$ cat src/rtl/link_test_ctrl.sv
// link_test_ctrl: runs a link test by loading seed/payload, pulsing the datapath reset, then waiting for sync with bounded retries.
// Build option: define LINK_TEST_CTRL_SEED_ADVANCE_EN to step the receiver m-sequence seed on every retry.
module link_test_ctrl #(
    parameter int TIMEOUT_CYCLES = 7936,
    parameter int MAX_RETRY      = 3,
    parameter int DATA_LEN       = 15
) (
    input  logic                clk,
    input  logic                reset,
    input  logic                start,
    input  logic [4:0]          seed_in,
    input  logic [DATA_LEN-1:0] data_in,
    input  logic                sync_flag,
    input  logic                end_flag,
    output logic                link_rst,
    output logic [4:0]          tx_m_state,
    output logic [4:0]          rx_m_state,
    output logic [DATA_LEN-1:0] test_data,
    output logic                busy,
    output logic                done,
    output logic                pass,
    output logic                fail,
    output logic [1:0]          attempts
);
    localparam int TIMER_W = $clog2(TIMEOUT_CYCLES);
    // RUN exits as the timer reaches TIMEOUT_CYCLES-1; the RETRY cycle completes the attempt budget.
    localparam logic [TIMER_W-1:0] TIMER_LAST = TIMER_W'(TIMEOUT_CYCLES - 2);
    localparam logic [1:0]         MAX_ATT    = 2'(MAX_RETRY);

    typedef enum logic [2:0] {IDLE, LOAD, DP_RST, RUN, RETRY, DONE} state_t;

    state_t              r_state;
    state_t              w_next;
    logic [TIMER_W-1:0]  r_timer;
    logic                r_rstCnt;
    logic                r_rstHold;
    logic                r_pass;
    logic                r_fail;
    logic [1:0]          r_attempts;
    logic [4:0]          r_txState;
    logic [4:0]          r_rxState;
    logic [DATA_LEN-1:0] r_testData;
    logic [4:0]          w_seed;
    logic [4:0]          w_rxRetry;
    logic                w_runEnd;
    logic                w_canRetry;

    assign w_seed     = (seed_in == 5'd0) ? 5'b00001 : seed_in;
    assign w_runEnd   = (r_timer == TIMER_LAST) || end_flag;
    assign w_canRetry = (r_attempts < MAX_ATT);

`ifdef LINK_TEST_CTRL_SEED_ADVANCE_EN
    // x^5+x^2+1 Fibonacci step so the receiver searches a new phase
    assign w_rxRetry = {r_rxState[3:0], r_rxState[4] ^ r_rxState[1]};
`else
    assign w_rxRetry = r_rxState;
`endif

    always_ff @(posedge clk or posedge reset) begin
        if (reset) begin
            r_state <= IDLE;
        end else begin
            r_state <= w_next;
        end
    end

    always_comb begin
        w_next = r_state;
        case (r_state)
            IDLE:    if (start) w_next = LOAD;
            LOAD:    w_next = DP_RST;
            DP_RST:  if (r_rstCnt) w_next = RUN;
            RUN: begin
                if (sync_flag) begin
                    w_next = DONE;
                end else if (w_runEnd) begin
                    w_next = RETRY;
                end
            end
            RETRY:   w_next = w_canRetry ? DP_RST : DONE;
            DONE:    w_next = IDLE;
            default: w_next = IDLE;
        endcase
    end

    // r_rstHold keeps link_rst high through reset until the first clock edge after release
    always_comb begin
        link_rst   = r_rstHold || (r_state == DP_RST);
        busy       = (r_state != IDLE);
        done       = (r_state == DONE);
        pass       = r_pass;
        fail       = r_fail;
        attempts   = r_attempts;
        tx_m_state = r_txState;
        rx_m_state = r_rxState;
        test_data  = r_testData;
    end

    always_ff @(posedge clk or posedge reset) begin
        if (reset) begin
            r_timer    <= '0;
            r_rstCnt   <= 1'b0;
            r_rstHold  <= 1'b1;
            r_pass     <= 1'b0;
            r_fail     <= 1'b0;
            r_attempts <= 2'd0;
            r_txState  <= 5'b00001;
            r_rxState  <= 5'b00001;
            r_testData <= '0;
        end else begin
            r_rstHold <= 1'b0;
            case (r_state)
                IDLE: begin
                    if (start) begin
                        r_pass     <= 1'b0;
                        r_fail     <= 1'b0;
                        r_attempts <= 2'd0;
                    end
                end
                LOAD: begin
                    r_txState  <= w_seed;
                    r_rxState  <= w_seed;
                    r_testData <= data_in;
                    r_attempts <= r_attempts + 2'd1;
                    r_rstCnt   <= 1'b0;
                    r_timer    <= '0;
                end
                DP_RST: begin
                    r_rstCnt <= 1'b1;
                    r_timer  <= '0;
                end
                RUN: begin
                    r_timer <= r_timer + 1'b1;
                    if (sync_flag) begin
                        r_pass <= 1'b1;
                    end
                end
                RETRY: begin
                    if (w_canRetry) begin
                        r_attempts <= r_attempts + 2'd1;
                        r_rstCnt   <= 1'b0;
                        r_rxState  <= w_rxRetry;
                    end else begin
                        r_fail <= 1'b1;
                    end
                end
                default: ;
            endcase
        end
    end
endmodule

$ cat config.mk
export PLATFORM = sky130hd
export DESIGN_NAME = link_test_ctrl
export DESIGN_NICKNAME = d
export VERILOG_FILES = /design/src/rtl/link_test_ctrl.sv
export SDC_FILE = /design/constraint.sdc
export NUM_CORES = 1
export LEC_CHECK = 0
export CORE_ASPECT_RATIO = 1.75
export CORE_MARGIN = 5
export CORE_UTILIZATION = 51
export CTS_CLUSTER_DIAMETER = 50
export CTS_CLUSTER_SIZE = 20
export DETAILED_ROUTE_END_ITERATION = 12
export PLACE_DENSITY = 0.83
export REMOVE_ABC_BUFFERS = 1
export SETUP_SLACK_MARGIN = 0.4
export SYNTH_ARGS = -nofsm -noshare
export SYNTH_HDL_FRONTEND = slang
export SYNTH_SLANG_ARGS = --single-unit
$ cat constraint.sdc
create_clock -name clk -period 3.8 [get_ports clk]
set_input_delay 0.76 -clock clk [delete_from_list [all_inputs] [get_ports clk]]
set_output_delay 0.76 -clock clk [all_outputs]
set_load 0.005 [all_outputs]
# After elaboration in Yosys (flattened, before gate mapping)
# Index checks and enable logic that the tools add are counted.
# word_totals
out_inout_bits	32
elab_cells	58
regBits	42
input_bits	25
# classes
magnitude_cmp	1
n_reduce_logical	16
eq_ne	12
n_mux	18
addsub	2
# ops
cell	n
one-hot mux 13 bit (2 select lines)	1
2-to-1 mux 3 bit	5
one-hot mux 3 bit (5 select lines)	1
adder 13 x 1 -> 13 bit, second input constant	1
equality test 13 bit, second input constant	1
AND reduction 3 bit	4
!= test 2 bit, second input constant	5
nonzero test 3 bit	3
equality test 3 x 2 -> 1 bit, second input constant	2
equality test 3 bit, second input constant	2
one-hot mux 2 bit (3 select lines)	1
nonzero test 2 bit	3
logical NOT 5 bit	1
2-to-1 mux 5 bit	1
2-to-1 mux 1 bit	4
2-to-1 mux 2 bit	2
one-hot mux 1 bit (2 select lines)	2
equality test 3 x 1 -> 1 bit, second input constant	1
logical NOT 3 bit	1
!= test 3 bit, second input constant	1
one-hot mux 1 bit (3 select lines)	1
adder 2 x 1 -> 2 bit, second input constant	1
logical OR 1 bit	2
< comparator 2 bit, second input constant	1
2 further kinds	2

# Depth between registers and ports, before layout
# Gate-level depths: netlist (run 1).
# logic_depth
ltp_word	5
depth_mapped	6
ltp_nobuf	6

# Least setup slack after synthesis (run 1)
# No wires, ideal clock.
# synth_timing
path_kind	register to output
from	register r_state[1]
to	output port busy
path_buffers	1
arrival_time_ns	0.891
stages_incl_launch_ff	4
setup_slack_ns	2.149
required_ns	3.040
path_cell_list	dfrtp_1 > buf_4 > nor2_1 > nand2_1
# synth_between
elab_chain_cells	1
# synth_rtl
item	line	source
start: declaration	32	state_t r_state;
start signal: assignment	63	r_state <= w_next;
nonzero test 3 bit	89	busy = (r_state != IDLE);
end: declaration	19	output logic busy,
# Every way passes these cells.

# Worst setup path in the final report (run 1)
# layout_timing
from	register r_state[2]
to	output port link_rst
# layout_between
elab_chain_cells	2
# layout_rtl
item	line	source
equality test 3 x 2 -> 1 bit	88	link_rst = r_rstHold || (r_state == DP_RST);
logical OR 1 bit	88	
end: declaration	15	output logic link_rst,
# Every way passes these cells.

==> results of run 1 <==
## worst reg2reg max path: stages (launching register included)
cell and delay [ns]:
dfrtp_1 0.54, nand3b_1 0.54, or4_1 0.64, nand3_1 0.09
## power by group through the flow
stage | sequential (mW) | clock [mW] | combinational [mW]
after CTS | 0.741 | 0.302 | 0.867
after global routing | 0.767 | 0.325 | 0.938
final | 0.743 | 0.290 | 0.854
after floorplan | 0.746 | 0 | 0.393
after detailed placement | 0.752 | 0 | 0.865
after global placement | 0.739 | 0 | 0.845
## worst paths after layout
check                               from       endpoint  slack, ns  cells after the start
max in group asynchronous          reset      r_rstHold       2.54                      3
max                           r_state[2]       link_rst       1.17                      3
max reg2reg                   r_state[2]     r_timer[9]       1.92                      3
min                        test_data[13]  test_data[13]       0.51                      1
min reg2reg                test_data[13]  test_data[13]       0.51                      1
min in group asynchronous          reset   test_data[5]       0.89                      3
## final cells by class
cell class | instances | area [um^2] | share of cell area
clock inverter | 2 | 12.51 | 0.004660
timing repair buffer | 59 | 583.1 | 0.2171
tap | 48 | 60.06 | 0.02237
inverter | 9 | 33.78 | 0.01258
sequential | 42 | 1054 | 0.3924
clock buffer | 6 | 82.58 | 0.03075
multi-input combinational | 123 | 859.6 | 0.3201
## through the flow
stage | setup slack, ns | area (um^2) | util | hold slack [ns] | power (mW)
6_report | 1.173 | 2685 | 0.6945 | 0.5101 | 1.887
3_5_place_dp | 1.507 | 2590 | 0.6699 | 0.4964 | 1.617
5_1_grt | 1.094 | 2685 | 0.6945 | 0.5324 | 2.030
4_1_cts | 1.182 | 2685 | 0.6945 | 0.5141 | 1.910
2_1_floorplan | 1.141 | 1942 | - | 0.4722 | 1.138
3_3_place_gp | 1.545 | 2590 | 0.6699 | 0.4722 | 1.584
## layer usage
layer	part of all wire	GRT usage
met3	0.064	0.03989
met2	0.53	0.3000
met1	0.38	0.1716
met4	0.027	0.09865
met5	0	0
## layout by cell type (no fill, tap or decap), types with 2 or more instances in the layout
cell and instances:
a21oi_1 11, a31oi_1 6, buf_4 3, clkbuf_8 6
clkdlybuf4s50_1 56, dfrtp_1 40, dfstp_2 2, ha_1 3
inv_1 8, mux2_2 18, nand2_1 13, nand3_1 6
nand3b_1 2, nand4_1 4, nor2_1 6, nor3_1 2
nor4_1 2, o21a_1 2, o21ai_0 19, o21bai_1 2
o22ai_1 2, o31ai_1 2
## state kept, by name, summed over array words and instances, names as in the netlist
signal	count
test_data	15
r_timer	13
rx_m_state	5
r_state	3
attempts	2
fail	1
pass	1
r_rstCnt	1
r_rstHold	1
## logic make-up after synthesis
kind of cell	after synthesis	synth area share
fa+ha+maj	3	0.01837
flops	42	0.5156
compound gates	49	0.1421
buf+inv	23	0.06613
other cells	1	0.001835
simple gates	48	0.1378
xor+xnor	2	0.008575
mux	20	0.1096
==> summary.md, run 1 <==
- **detailed-router iteration count before antenna repair** 4
- **total via count after detailed routing** 1,586
- **portion of the post-synthesis area used by sequential elements** 0.5156
- **Max transition margin** 0.6385
- **result of the run** complete, no violations
- **pin count of the biggest net entering global routing** 43
- **count of buffering cells on the critical path with inverters included** 2
- **maximum clock path buffer count** 2
- **count leader, synth** dfrtp_1
- **Initial Util** 0.5285
- **element type at the critical path start** flop
- **count of H-tree levels built during CTS** 2
- **DIE WIDTH** 57.85 um
- **GRT Overall Usage** 0.1679
- **hold-fix buffers at CTS** 0
- **highest attainable clock frequency** 380.7 MHz
- **number of post-CTS setup repair buffers** 0
- **Finished Layout Cells** 289
- **most numerous cell types in the synthesized netlist** 40 x dfrtp_1, 19 x o21ai_0, 18 x mux2_2
- **initial antenna violation count** 0
- **total grt overflow** 0
- **VDD IR-drop max** 434.6 uV
- **insertion delay to the later sink of the worst-skew pair** 0.29 ns
- **Post-synth top flop** dfrtp_1
- **final net count** 268
- **Critical Path RT** 3.04 ns
- **sequential cell fraction of total power** 0.394
- **Total Die Area** 5422 um^2
- **Setup crit end kind** output port
- **total length of routed wires** 4275 um
- **Worst-Margin Slew** 0.5407 ns
- **count of flip-flops with a built-in enable after synthesis** 0
- **detailed-route wire length per cell** 14.79 um
- **final hold violation count** 0
- **sum of negative setup slack** 0 ns
- **Filler Cell Count** 304
- **detail-routed via count per cell** 5.488
- **total setup violations reported at the end of the flow** 0
- **arrival time at the worst endpoint** 1.87 ns
- **final number of max-transition violations** 0
- **clock network fraction of total power** 0.154
- **count of input and output buffers** 56
- **average size of a mapped cell** 10.87 um^2
- **CTS-repair resized insts** 0
- **fraction of final layout cells with drive strength greater than 1** 0.1618
- **type of the worst min-delay path** flop to flop
- **CTS tree** done
- **slowest stage delay, CP** 0.63 ns
- **cts bufs inserted** 5
- **weighted congestion at the end of routability-driven global placement** 0.8386
- **Switch Pwr** 0.6175 mW
- **Iter 0 DRT Violations** 44
- **maximum fanout along the worst path** 14
- **number of global-route vias before repair** 1,654
- **Pleak** 1.086 nW
- **minimum period implied by the final worst setup slack** 2.627 ns
- **share of flip-flops with an asynchronous set or reset after synthesis** 1.000
- **CTS clock-pin slew for the worst setup and hold paths** 0.08 ns
- **cell area after synthesis** 2043 um^2
- **proportion of total power due to net switching** 0.3273
- **register bit total from synthesis** 42
- **top post-synthesis cells by area** dfrtp_1 49%, mux2_2 9.9%, o21ai_0 4.7%, a21oi_1 2.7%, buf_4 2.6%
- **remaining routing DRC violations** 0
- **root buffer selected by CTS** clkbuf_8
- **kind of cell with the highest combined delay on the critical path** buffers and inverters
- **post-route fraction of the period consumed by the critical path** 0.6912
- **height of the die** 93.73 um
- **post-detailed-route count of antenna-violating nets** 0
- **standard cell with the maximum stage delay on the critical path** dfrtp_1
- **clk_skew** 0.003466 ns
- **part of the total power dissipated in combinational logic** 0.453
- **library cell occupying the most area in the post-synthesis netlist** dfrtp_1
- **critical setup path kind** flop to output port
- **count of warnings emitted by yosys** 0
- **Max Cap Viol** 0
- **number of standard cells after synthesis** 188
- **Sinks on Clock Net** 42
- **site row count** 30
- **area of the core** 3866 um^2
- **count of inserted antenna diode cells** 0
- **Netlist cell types** 47
- **Layout area overhead** 31.41%
- **first-pass GRT wire length** 7051 um
- **Critical Path, Cell by Cell** inv_1 -> a31o_2 -> clkdlybuf4s50_1
- **Cell Pwr Density** 702.8 nW/um^2
- **Detailed Place HPWL** 3183 um
- **P_int** 1.269 mW
- **RSZ-0062 raised after global routing** no
- **number of placed I/O pins** 57
- **post-placement cell count** 281
- **Synth top area share** 0.4899
Note: power is estimated with default switching activity, not from simulation.
==> run 2, diff against run 1 <==
CORE_UTILIZATION = 47   (was 51)
PLACE_DENSITY = 0.78   (was 0.83)
clock period = 2.62 ns   (was 3.8 ns; I/O delays follow)
==> summary.md, run 2 (synthesis gave the netlist of run 1 again) <==
- **number of global-route vias before repair** 1,619
- **Critical Path, Cell by Cell** inv_1 -> a31o_2 -> clkdlybuf4s50_1
- **Worst-Margin Slew** 0.5282 ns
- **weighted congestion at the end of routability-driven global placement** 0.8162
- **top routing layer used** met4
- **initial antenna violation count** 0
- **detailed-route wire length per cell** 15.53 um
- **final hold violation count** 0
- **type of the worst min-delay path** flop to flop
- **Max Cap Viol** 0
- **Max transition margin** 0.6478
- **maximum fanout along the worst path** 5
- **minimum period implied by the final worst setup slack** 2.121 ns
- **Iter 0 DRT Violations** 51
- **pin count of the biggest net entering global routing** 43
- **met3 layer wire length in the routed design** 268 um
- **Detailed Place HPWL** 3338 um
- **total via count after detailed routing** 1,627
- **total length of routed wires** 4582 um
- **insertion delay to the later sink of the worst-skew pair** 0.30 ns
- **CTS clock-pin slew for the worst setup and hold paths** 0.08 ns
- **top library cells by usage in the layout, fill and taps aside** 56 x clkdlybuf4s50_1, 37 x dfrtp_1, 19 x o21ai_0
- **element type at the critical path start** flop
- **post-layout power** 2.789 mW
- **VDD IR-drop max** 606.0 uV
- **number of placed I/O pins** 57
- **wire length the detailed router placed on met1** 1757 um
- **post-detailed-route count of antenna-violating nets** 0
- **Total Die Area** 5818 um^2
- **hold-fix buffers at CTS** 0
- **Critical Path RT** 2.10 ns
- **maximum clock path buffer count** 2
- **count of inserted antenna diode cells** 0
- **first-pass GRT wire length** 7686 um
- **final net count** 273
- **area of the core** 4189 um^2
- **met2 wire length** 2467 um
- **highest attainable clock frequency** 471.5 MHz
- **number of flip-flops in the largest register** 15
- **critical setup path kind** flop to output port
- **kind of cell with the highest combined delay on the critical path** buffers and inverters
- **Finished Layout Cells** 295
- **Layout area overhead** 33.25%
- **Filler Cell Count** 330
- **GRT Overall Usage** 0.1704
- **commonest non-fill, non-tap cell in the layout** clkdlybuf4s50_1
- **CTS tree** done
- **Initial Util** 0.4878
- **post-placement cell count** 283
- **root buffer selected by CTS** clkbuf_8
- **detail-routed via count per cell** 5.515
- **fraction of final layout cells with drive strength greater than 1** 0.1911
- **final number of max-transition violations** 0
- **count of input and output buffers** 56
- **clk_skew** 0.009302 ns
- **height of the die** 97.22 um
- **Pleak** 1.106 nW
- **slowest stage delay, CP** 0.49 ns
- **count of H-tree levels built during CTS** 2
- **standard cell with the maximum stage delay on the critical path** clkdlybuf4s50_1
- **total setup violations reported at the end of the flow** 0
- **cts bufs inserted** 5
- **total grt overflow** 0
- **count of buffering cells on the critical path with inverters included** 2
- **sum of negative setup slack** 0 ns
- **result of the run** complete, no violations
- **DIE WIDTH** 59.84 um
- **Sinks on Clock Net** 42
- **RSZ-0062 raised after global routing** no
- **Setup crit end kind** output port
- **utilization after layout** 0.6499
- **remaining routing DRC violations** 0
- **post-route fraction of the period consumed by the critical path** 0.8096
- **site row count** 31
- **detailed-router iteration count before antenna repair** 4
- **arrival time at the worst endpoint** 1.60 ns
- **Cell Pwr Density** 1024 nW/um^2
## run 2: cell count changes in the layout (fill, tap and decap cells not counted)
| cell | delta |
|---|---|
| buf_4 | +5 |
| clkinvlp_4 | -1 |
| nor2_1 | -1 |
| clkbuf_8 | -1 |
| dfrtp_1 | -3 |
| clkbuf_1 | +1 |
| clkinv_2 | +1 |
| dfrtp_2 | +3 |
| nor2_4 | +1 |
## run 2: stage by stage
stage                     setup WS [ns]  hold WS, ns  cell area [um^2]
after CTS                        0.4157       0.4975              2694
final                            0.4990       0.4963              2723
after floorplan                -0.03950       0.4722              1942
after global placement           0.5887       0.4712              2599
after global routing             0.4041       0.5115              2723
after detailed placement         0.5524       0.4799              2599
## run 2: path summary, 6_finish.rpt
path / cells past startpoint / from / slack, ns / to
worst min register to register: 1 / test_data[0] / 0.50 / test_data[0]
worst max register to register: 4 / attempts[0] / 0.98 / attempts[0]
min in group asynchronous: 3 / reset / 0.65 / r_timer[3]
max in group asynchronous: 3 / reset / 1.58 / r_state[2]
worst min-delay path: 1 / test_data[0] / 0.50 / test_data[0]
worst max-delay path: 3 / r_state[0] / 0.50 / link_rst
## run 2: final cells by class
cell class	count	area [um^2]	share of cell area
Clock inverter	2	10.01	0.003676
Timing Repair Buffer	64	620.6	0.2279
Clock buffer	6	72.57	0.02665
Multi-Input combinational cell	123	867.1	0.3185
Inverter	9	33.78	0.01241
Tap cell	49	61.31	0.02252
Sequential cell	42	1057	0.3883
## run 2: where the power goes
part	internal, mW	switching [mW]	total, mW
logic	0.798	0.536	1.33
registers	0.884	0.172	1.06
clock network	0.185	0.215	0.399
total	1.87	0.923	2.79
## run 2: per-layer routing
layer / global-route usage / vias up
met4: 0.07850 / 0
met2: 0.2825 / 50
li1: - / 792
met1: 0.2005 / 778
met5: 0 / -
met3: 0.03856 / 7
## run 2: what timing repair did
action,CTS,global route
gates resized for setup,3,2
setup endpoints to repair,3,3
pin swaps,0,0
setup buffers,1,3
==> run 3, diff against run 2 <==
clock period = 2 ns   (was 2.62 ns; I/O delays follow)
==> summary.md, run 3 (synthesis gave the netlist of run 1 again) <==
- **result of the run** complete, no violations
- **first-pass GRT wire length** 7783 um
- **total grt overflow** 0
- **area after detailed placement** 2641 um^2
- **clock network fraction of total power** 0.133
- **count of H-tree levels built during CTS** 2
- **Layout Cell Area excl Fill** 2985 um^2
- **CTS clock-pin slew for the worst setup and hold paths** 0.08 ns
- **Pleak** 1.346 nW
- **Sinks on Clock Net** 42
- **number of cells on the critical path** 5
- **RSZ-0062 raised after global routing** yes
- **Layout area overhead** 46.11%
- **critical setup path kind** flop to flop
- **post-detailed-route count of antenna-violating nets** 0
- **Final Worst Setup Slack** 0.3589 ns
- **insertion delay to the later sink of the worst-skew pair** 0.30 ns
- **detailed-router iteration count before antenna repair** 5
- **number of flip-flops in the largest register** 15
- **hold-fix buffers at CTS** 0
- **Filler Cell Count** 288
- **number of global-route vias before repair** 1,636
- **DIE WIDTH** 59.84 um
- **count of buffering cells on the critical path with inverters included** 3
- **total length of routed wires** 5861 um
- **launching element of the worst setup path** r_state[1]
- **Setup crit end kind** flop
- **slowest stage delay, CP** 0.44 ns
- **Iter 0 DRT Violations** 53
- **kind of cell with the highest combined delay on the critical path** flip-flops
- **cell mode on critical path** buf_6
- **utilization after layout** 0.7127
- **site row count** 31
- **Switch Pwr** 1.436 mW
- **top routing layer used** met4
- **final hold violation count** 0
- **pin count of the biggest net entering global routing** 43
- **met2 wire length** 3223 um
- **standard cell with the maximum stage delay on the critical path** dfrtp_2
- **number of placed I/O pins** 57
- **Cell Pwr Density** 1412 nW/um^2
- **cts bufs inserted** 5
- **initial antenna violation count** 0
- **met3 layer wire length in the routed design** 246 um
- **element type at the critical path start** flop
- **P_int** 2.778 mW
- **area of the core** 4189 um^2
- **root buffer selected by CTS** clkbuf_8
- **end of the worst register-to-register path** test_data[12]
- **detailed-route wire length per cell** 18.85 um
- **Setup Slack @ Placement** 0.2826 ns
- **VDD IR-drop max** 865.7 uV
- **worst setup path endpoint** test_data[12]
- **type of the worst min-delay path** primary input to async pin
- **commonest non-fill, non-tap cell in the layout** clkdlybuf4s50_1
- **final net count** 289
- **weighted congestion at the end of routability-driven global placement** 0.8127
- **CTS tree** done
- **total via count after detailed routing** 1,771
- **Critical Path, Cell by Cell** buf_6 -> buf_6 -> nor3_4 -> buf_6 -> mux2_2
- **part of the total power dissipated in combinational logic** 0.540
- **clk_skew** 0.01018 ns
- **proportion of total power due to net switching** 0.3407
- **sequential cell fraction of total power** 0.327
- **maximum clock path buffer count** 2
- **Detailed Place HPWL** 3352 um
- **fraction of final layout cells with drive strength greater than 1** 0.2824
- **minimum period implied by the final worst setup slack** 1.641 ns
- **Max Cap Viol** 0
- **post-route fraction of the period consumed by the critical path** 0.8206
- **total setup violations reported at the end of the flow** 0
- **Initial Util** 0.4878
- **height of the die** 97.22 um
- **final number of max-transition violations** 0
- **arrival time at the worst endpoint** 1.82 ns
- **startpoint of the lowest-slack register-to-register path** r_state[1]
- **Critical Path RT** 2.18 ns
- **maximum fanout along the worst path** 5
- **count of inserted antenna diode cells** 0
- **detail-routed via count per cell** 5.695
- **remaining routing DRC violations** 0
- **highest attainable clock frequency** 609.3 MHz
- **minimum setup slack among reg-to-reg paths** 0.36 ns
- **Total Die Area** 5818 um^2
- **GRT Overall Usage** 0.1727
- **top library cells by usage in the layout, fill and taps aside** 43 x clkdlybuf4s50_1, 37 x dfrtp_1, 19 x o21ai_0
- **wire length the detailed router placed on met1** 2251 um
- **post-layout power** 4.214 mW
- **count of input and output buffers** 56
- **reg2reg path depth** 5
-- run 3: changes by cell type in the layout (fill, tap and decap cells not counted), moves of 2 or more --
| cell | change |
|---|---|
| inv_1 | -2 |
| buf_6 | +7 |
| dlygate4sd2_1 | +3 |
| buf_4 | +8 |
| dlymetal6s2s_1 | +8 |
| mux2_4 | +15 |
| clkdlybuf4s50_1 | -13 |
| mux2_2 | -14 |
-- run 3: layout make-up --
type | instances | area [um^2] | share of cell area
timing repair buffer | 80 | 785.8 | 0.2632
tap | 49 | 61.31 | 0.02054
clock inverter | 1 | 5.005 | 0.001676
multi-input combinational | 123 | 953.4 | 0.3194
inverter | 9 | 36.28 | 0.01215
sequential | 42 | 1057 | 0.3541
clock buffer | 7 | 86.33 | 0.02892
-- run 3: power by group through the flow --
stage	Clock (mW)	Combinational, mW	Sequential [mW]
3_5_place_dp	0	1.77	1.38
2_1_floorplan	0	0.746	1.42
6_report	0.562	2.27	1.38
4_1_cts	0.572	1.90	1.35
3_3_place_gp	0	1.75	1.35
5_1_grt	0.605	2.44	1.41
-- run 3: routing by layer --
| metal | vias up | GRT usage |
|---|---|---|
| li1 | 818 | - |
| met1 | 886 | 0.2098 |
| met2 | 57 | 0.2808 |
| met3 | 10 | 0.03324 |
| met4 | 0 | 0.08532 |
| met5 | - | 0 |
-- run 3: worst min-delay path, stage by stage --
cell and delay (ns):
clkdlybuf4s50_1 0.40, inv_1 0.09, buf_12 0.24
-- run 3: how the worst min path moves through the flow --
stage          slack [ns]       endpoint          start
2_1_floorplan        0.47     r_timer[5]     r_timer[5]
3_3_place_gp         0.47   test_data[0]   test_data[0]
3_5_place_dp         0.49  test_data[12]  test_data[12]
4_1_cts              0.47    r_timer[12]          reset
5_1_grt              0.51   test_data[7]          reset
6_report             0.47  test_data[12]          reset
-- run 3: through the flow --
step | TNS (ns) | instances | hold WS [ns]
after global placement | 0 | 287 | 0.4711
after floorplan | -12.88 | 174 | 0.4722
after detailed placement | 0 | 287 | 0.4941
final | 0 | 311 | 0.4733
after CTS | 0 | 301 | 0.4729
after global routing | 0 | 311 | 0.5061
-- run 3: repair_timing --
| item | CTS | global route |
|---|---|---|
| buffers inserted | 5 | 8 |
| pin swaps | 1 | 3 |
| cloned | 1 | 2 |
| gates resized for setup | 15 | 44 |
| endpoints found under the setup margin | 28 | 44 |
